## config.mk

```make
export PLATFORM = sky130hd
export DESIGN_NAME = lsu_mem_seq
export DESIGN_NICKNAME = d
export VERILOG_FILES = /design/src/rtl/lsu_mem_seq.sv
export SDC_FILE = /design/constraint.sdc
export NUM_CORES = 1
export LEC_CHECK = 0
export CORE_MARGIN = 2
export CORE_UTILIZATION = 48
export CTS_BUF_LIST = sky130_fd_sc_hd__clkbuf_2
export DETAILED_ROUTE_END_ITERATION = 6
export PLACE_DENSITY = 0.83
export SLEW_MARGIN = 30
export SYNTH_ARGS = -nofsm -noshare
export SYNTH_HDL_FRONTEND = slang
export SYNTH_SLANG_ARGS = --single-unit
```

## constraint.sdc

```tcl
create_clock -name clk -period 3.5 [get_ports clk]
set_input_delay 0.35 -clock clk [delete_from_list [all_inputs] [get_ports clk]]
set_output_delay 0.35 -clock clk [all_outputs]
set_load 0.02 [all_outputs]
```

## src/rtl/lsu_mem_seq.sv

```systemverilog
// Load/store sequencer: one request at a time, 64-bit accesses split into two 32-bit beats.
// Optional alignment check enabled by defining LSU_ALIGN_CHECK_EN.
module lsu_mem_seq #(
   parameter int unsigned MEM_BYTES = 512
) (
   input  logic        clk,
   input  logic        rst_n,
   input  logic        req_valid,
   output logic        req_ready,
   input  logic        req_we,
   input  logic        req_dbl,
   input  logic        req_unsigned,
   input  logic [63:0] req_addr,
   input  logic [63:0] req_wdata,
   output logic        resp_valid,
   output logic [63:0] resp_rdata,
   output logic        resp_err,
   output logic [63:0] mem_add,
   output logic [63:0] write_data,
   output logic        mem_write,
   output logic        mem_read,
   input  logic [63:0] read_data
);

   localparam logic [1:0] S_IDLE = 2'd0;
   localparam logic [1:0] S_ACC0 = 2'd1;
   localparam logic [1:0] S_ACC1 = 2'd2;
   localparam logic [1:0] S_RESP = 2'd3;

   logic [1:0]  r_state;
   logic [1:0]  w_next;
   logic        r_we;
   logic        r_dbl;
   logic        r_uns;
   logic        r_err;
   logic [63:0] r_addr;
   logic [63:0] r_wdata;
   logic [31:0] r_lo;
   logic [31:0] r_hi;
   logic        w_accept;
   logic        w_misal;
   logic        w_bad;
   logic [64:0] w_end;
   logic        w_unused_rd;

   assign w_unused_rd = ^read_data[63:32];
   assign w_accept    = req_valid && (r_state == S_IDLE);

   // 65-bit end address so an address near 2^64 cannot wrap into range
   assign w_end = {1'b0, req_addr} + (req_dbl ? 65'd8 : 65'd4);

`ifdef LSU_ALIGN_CHECK_EN
   assign w_misal = (req_addr[1:0] != 2'b00);
`else
   assign w_misal = 1'b0;
`endif

   assign w_bad = (w_end > 65'(MEM_BYTES)) || w_misal;

   always_ff @(posedge clk or negedge rst_n) begin
      if (!rst_n) r_state <= S_IDLE;
      else        r_state <= w_next;
   end

   // Next state and state-decoded outputs; memory strobes vanish with the state on reset
   always_comb begin
      w_next     = r_state;
      req_ready  = 1'b0;
      resp_valid = 1'b0;
      resp_err   = 1'b0;
      resp_rdata = 64'd0;
      mem_add    = 64'd0;
      write_data = 64'd0;
      mem_write  = 1'b0;
      mem_read   = 1'b0;
      case (r_state)
         S_IDLE: begin
            req_ready = 1'b1;
            if (w_accept) w_next = w_bad ? S_RESP : S_ACC0;
         end
         S_ACC0: begin
            mem_add    = r_addr;
            write_data = {32'd0, r_wdata[31:0]};
            mem_write  = r_we;
            mem_read   = !r_we;
            w_next     = r_dbl ? S_ACC1 : S_RESP;
         end
         S_ACC1: begin
            mem_add    = r_addr + 64'd4;
            write_data = {32'd0, r_wdata[63:32]};
            mem_write  = r_we;
            mem_read   = !r_we;
            w_next     = S_RESP;
         end
         S_RESP: begin
            resp_valid = 1'b1;
            resp_err   = r_err;
            if (!r_err && !r_we) begin
               if (r_dbl)      resp_rdata = {r_hi, r_lo};
               else if (r_uns) resp_rdata = {32'd0, r_lo};
               else            resp_rdata = {{32{r_lo[31]}}, r_lo};
            end
            w_next = S_IDLE;
         end
         default: w_next = S_IDLE;
      endcase
   end

   always_ff @(posedge clk or negedge rst_n) begin
      if (!rst_n) begin
         r_we    <= 1'b0;
         r_dbl   <= 1'b0;
         r_uns   <= 1'b0;
         r_err   <= 1'b0;
         r_addr  <= 64'd0;
         r_wdata <= 64'd0;
         r_lo    <= 32'd0;
         r_hi    <= 32'd0;
      end else begin
         if (w_accept) begin
            r_we    <= req_we;
            r_dbl   <= req_dbl;
            r_uns   <= req_unsigned;
            r_err   <= w_bad;
            r_addr  <= req_addr;
            r_wdata <= req_wdata;
         end
         if ((r_state == S_ACC0) && !r_we) r_lo <= read_data[31:0];
         if ((r_state == S_ACC1) && !r_we) r_hi <= read_data[31:0];
      end
   end

endmodule

```

# Word level (Yosys, flattened, before mapping)
# Index checks and enable logic that the tools add are counted.
[totals]
ff_bits = 198
output_inout_bits = 197
inputBits = 198
elab_cells = 40
[classes]
order_cmp = 1
add_sub_neg = 2
reduce_logical = 8
eq_ne = 4
mux = 16
[op_table]
columns = ["operator", "n"]
rows = [
  ["64-bit 2-to-1 mux", 4],
  ["64-bit case mux with 2 select lines", 1],
  ["64-bit by 4-bit adder with 65-bit output", 1],
  ["65-bit by 10-bit > comparator with 1-bit output, second input constant", 1],
  ["64-bit by 3-bit adder with 64-bit output, second input constant", 1],
  ["32-bit case mux with 2 select lines", 1],
  ["2-bit case mux with 4 select lines", 1],
  ["1-bit 2-to-1 mux", 6],
  ["2-bit equality test, second input constant", 2],
  ["1-bit logical AND", 4],
  ["2-bit 2-to-1 mux", 2],
  ["4-bit 2-to-1 mux", 1],
  ["2-bit by 1-bit equality test with 1-bit output, second input constant", 1],
  ["1-bit zero test", 2],
  ["2-bit zero test", 1],
  ["2-bit != test, second input constant", 1],
  ["2-bit OR reduction", 1],
]

# Longest topological paths before layout
[depth]
word_depth = 6
depth_mapped = 13

# Worst setup path after synthesis
# No wires, ideal clock.
[synth_path]
kind = "in2reg"
start = "input port req_dbl"
end = "register r_state[1]"
required_ns = 3.356
path_slack_ns = 0.086
t_arrival_ns = 3.270
path_buffers = 0
setup_ns = 0.144
stages = 13
cell_sequence = "inv_1 > ha_1 > inv_1 > fa_1 > nand4b_1 > or4_4 > or4_1 > xor2_1 > o221ai_1 > nor4_1 > nand4_1 > nor4_2 > a211oi_1"
[synth_between]
elab_chain_len = 6
[synth_rtl]
columns = ["item", "line_no", "text"]
rows = [
  ["start, declared", "11", "input logic req_dbl,"],
  ["4-bit 2-to-1 mux", "50", "assign w_end = {1'b0, req_addr} + (req_dbl ? 65'd8 : 65'd4);"],
  ["64-bit by 4-bit adder with 65-bit output", "50", ""],
  ["65-bit by 10-bit > comparator with 1-bit output", "58", "assign w_bad = (w_end > 65'(MEM_BYTES)) || w_misal;"],
  ["2-bit 2-to-1 mux (2 in a row)", "79", "if (w_accept) w_next = w_bad ? S_RESP : S_ACC0;"],
  ["2-bit case mux with 4 select lines", "76", "case (r_state)"],
  ["end signal, assigned", "62", "else r_state <= w_next;"],
  ["end, declared", "30", "logic [1:0] r_state;"],
]
# No other way between the ends. The select of a mux whose other input is x is not followed.
# A chain may end at the register's enable or synchronous reset.

# Worst setup path after layout
[layout_path]
start = "register r_addr[8]"
end = "output port mem_add[57]"
[layout_between]
elab_chain_len = 2
[layout_rtl]
columns = ["item", "line_no", "text"]
rows = [
  ["start, declared", "36", "logic [63:0] r_addr;"],
  ["start signal, assigned", "125", "r_addr <= req_addr;"],
  ["64-bit by 3-bit adder with 64-bit output", "89", "mem_add = r_addr + 64'd4;"],
  ["64-bit case mux with 2 select lines", "76", ""],
  ["end, declared", "18", "output logic [63:0] mem_add,"],
]
# No other way between the ends.

==> results.toml <==
[status]
run_status = "complete, but fails checks"
violations = "negative setup slack"

[synth]
yosysSeqAreaShare = 0.409
yosysUniqueCellTypes = 74
netlist_area_um2 = 12100
syn-instance-count = 1334
synth-seq-cells = 198
yosysTopAreaCellShare = 0.409
yosys.area.top_type = "dfrtp_1"
ys_top_cells_by_area = "dfrtp_1, mux2_2, o21ai_0"
async_flop_share = 1.00
synth-main-ff-cell = "dfrtp_1"
yosysWarnings = 0
synth_edf_count = 0
syn_area_per_cell_um2 = 9.08

[cells_and_area]
nets = 1979
final_area_um2 = 17500
regArea_um2 = 4960
final_common_cell = "clkdlybuf4s50_1"
mostFrequentLayoutCells = "clkdlybuf4s50_1, dfrtp_1, buf_4"
multi_input_area_um2 = 6830
fillers = 1846
syn_to_final_growth_pct = 44.2
drive_above_1_share = 0.261

[place]
place.gp.congestion = 0.938
hpwl_um = 30100
io_buffers = 330
placed_area_um2 = 16400

[grt]
grt_max_degree = 83
grt_remaining_overflow = 0
grt_first_pass_wirelength_um = 63900
antenna_found_initial = 1
grtUsageTotal = 0.307
grt_pass1_vias = 11977

[sta]
final_hold_viol_count = 0
setup_violations = 26
maxSlewHeadroom = 0.405
worst_pin_slew_ns = 0.893
whs_ns = 0.0785
skew_ns = 0.0456
fin_crit_ns = 3.72
max_freq_mhz = 269
worst_slack_ns = -0.221
timing.final.crit_share = 1.06
maxSlewViolCount = 0
rsz0062_at_grt = "yes"

[power]
p_per_area_nw_per_um2 = 746
vdd_drop_max_uv = 504
leakage_nw = 8.39

[drt]
dr.pass1.iters = 7
wl_per_cell_um = 20.3
viasPerCell = 5.92
routed_wl_um = 42900
ant_nets = 0
drc = 0
via_count = 12548
drt_iter0_drc = 1262

[floorplan]
die_area_um2 = 26500
core-area_um2 = 25000
num_rows = 58
start_util = 0.485
die_h_um = 163
die_w_um = 163
num_io_pins = 395

[clock_network]
clk_pin_slew_ns = 0.35
clk-insertion-delay-late_ns = 0.79
htreeDepth = 4
clock_sinks = 198
cts_tree = "built"
cts_buffers = 17
clk_path_buf_depth = 2
root_buffer = "clkbuf_2"

[setup_path]
worstPathMaxFanout = 4
worstPathRequired_ns = 3.15
worst_setup_path_end_kind = "output pin"
critical_path_arrival_ns = 3.37
start_kind = "register"
critPathKind = "reg2out"

[worst_hold_path]
holdCritPathClass = "in2reg"

[run]
cap_violations = 0
## cell type report
type                            count  share of cell area
Multi-Input combinational cell   1001               0.391
Clock inverter                     14              0.0102
Sequential cell                   198               0.284
Clock buffer                       18             0.00516
Timing Repair Buffer              496               0.273
Antenna cell                        2            0.000287
Timing Repair inverter              1            0.000430
Inverter                           58              0.0127
Tap cell                          330              0.0236
## cells by family (layout without fill, tap and decap cells)
family                     Yosys count  in the layout  synth area share
adders and majority gates            8              8           0.00889
AOI/OAI and AO/OA                  308            308             0.152
DFF                                198            198             0.409
xor gates and xnor gates            17             17            0.0123
and+or+nand+nor                    482            482             0.211
muxes                              154            154             0.143
other                                1             34          0.000310
buffers and inverters              166            587            0.0631
## registers in the layout, indices dropped and copies added (netlist names)
register,cells
r_lo,32
r_hi,32
r_wdata,64
r_we,1
r_addr,64
r_dbl,1
r_err,1
r_state,2
r_uns,1
## stage by stage
stage	setup TNS (ns)	cells	setup WS [ns]	total power (W)	util
after global routing	-8.84	2118	-0.392	0.0138	0.700
after CTS	-2.43	2095	-0.249	0.0126	0.678
after floorplan	0	1365	0.0863	0.00825	-
final	-2.74	2118	-0.221	0.0130	0.700
after global placement	-0.783	2038	-0.376	0.0110	0.656
after detailed placement	-1.03	2038	-0.457	0.0113	0.656
## routing by layer
metal	global-route usage	vias to the layer above	wire, µm
met5	0	-	0
met4	0.131	0	1760
met3	0.0728	134	3940
met2	0.526	717	21500
met1	0.370	6060	15700
li1	-	5637	-
## where the power goes
part	switching [W]	leakage (nW)	internal (W)
Sequential	0.000859	2.37	0.00343
Clock	0.000961	0.157	0.000263
Combinational	0.00413	5.86	0.00338
## worst paths after layout
kind / start / to / slack, ns / cells past startpoint
worst max-delay path: r_addr[8]$_DFFE_PN0P_ / mem_add[57] / -0.22 / 9
worst min-delay path: read_data[20] / r_hi[20]$_DFFE_PN0P_ / 0.08 / 3
worst max register to register: r_state[0]$_DFFE_PN0P_ / r_hi[29]$_DFFE_PN0P_ / 0.99 / 9
worst min register to register: r_lo[11]$_DFFE_PN0P_ / r_lo[11]$_DFFE_PN0P_ / 0.54 / 1
max in group asynchronous: rst_n / r_lo[0]$_DFFE_PN0P_ / 2.27 / 4
min in group asynchronous: rst_n / r_addr[36]$_DFFE_PN0P_ / 0.49 / 3
## what timing repair did
action | 4_1_cts | 5_1_grt
resized for setup | 214 | 167
hold buffers | 4 | 2
setup buffers | 19 | 19
gates cloned | 2 | 1
pin swaps | 15 | 37
hold endpoints to repair | 199 | 2
endpoints found under the setup margin | 77 | 132
## cell usage after synthesis (3+ instances only)
master	number
dfrtp_1	198
mux2_2	151
nand2_1	126
o21ai_0	106
nor2_1	103
a21oi_1	88
clkbuf_1	63
inv_1	57
nand3_1	43
and2_1	41
buf_4	34
a22oi_1	33
nand4_1	33
nor3_1	33
a31oi_1	20
and3_1	19
nor4_1	12
or3_1	12
a311oi_1	11
or4_1	9
xnor2_1	9
and4_1	8
xor2_1	8
ha_1	7
nand3b_1	7
a211oi_1	6
nand4b_1	6
o31ai_1	6
a21o_1	5
buf_1	5
o211ai_1	5
a41oi_1	4
buf_2	4
a21boi_0	3
mux2i_1	3
nor3b_1	3
o21ai_1	3
or2_2	3
## critical path: stages, from the launching register on
cell     delay [ns]
dfrtp_1        0.48
and2_1         0.19
nor3b_2        0.18
buf_4          0.15
and4_4         0.22
nand4_1        0.25
or3_4          0.44
or4_4          0.49
nand3_2        0.08
buf_6          0.11
(Power assumes the default switching activity.)
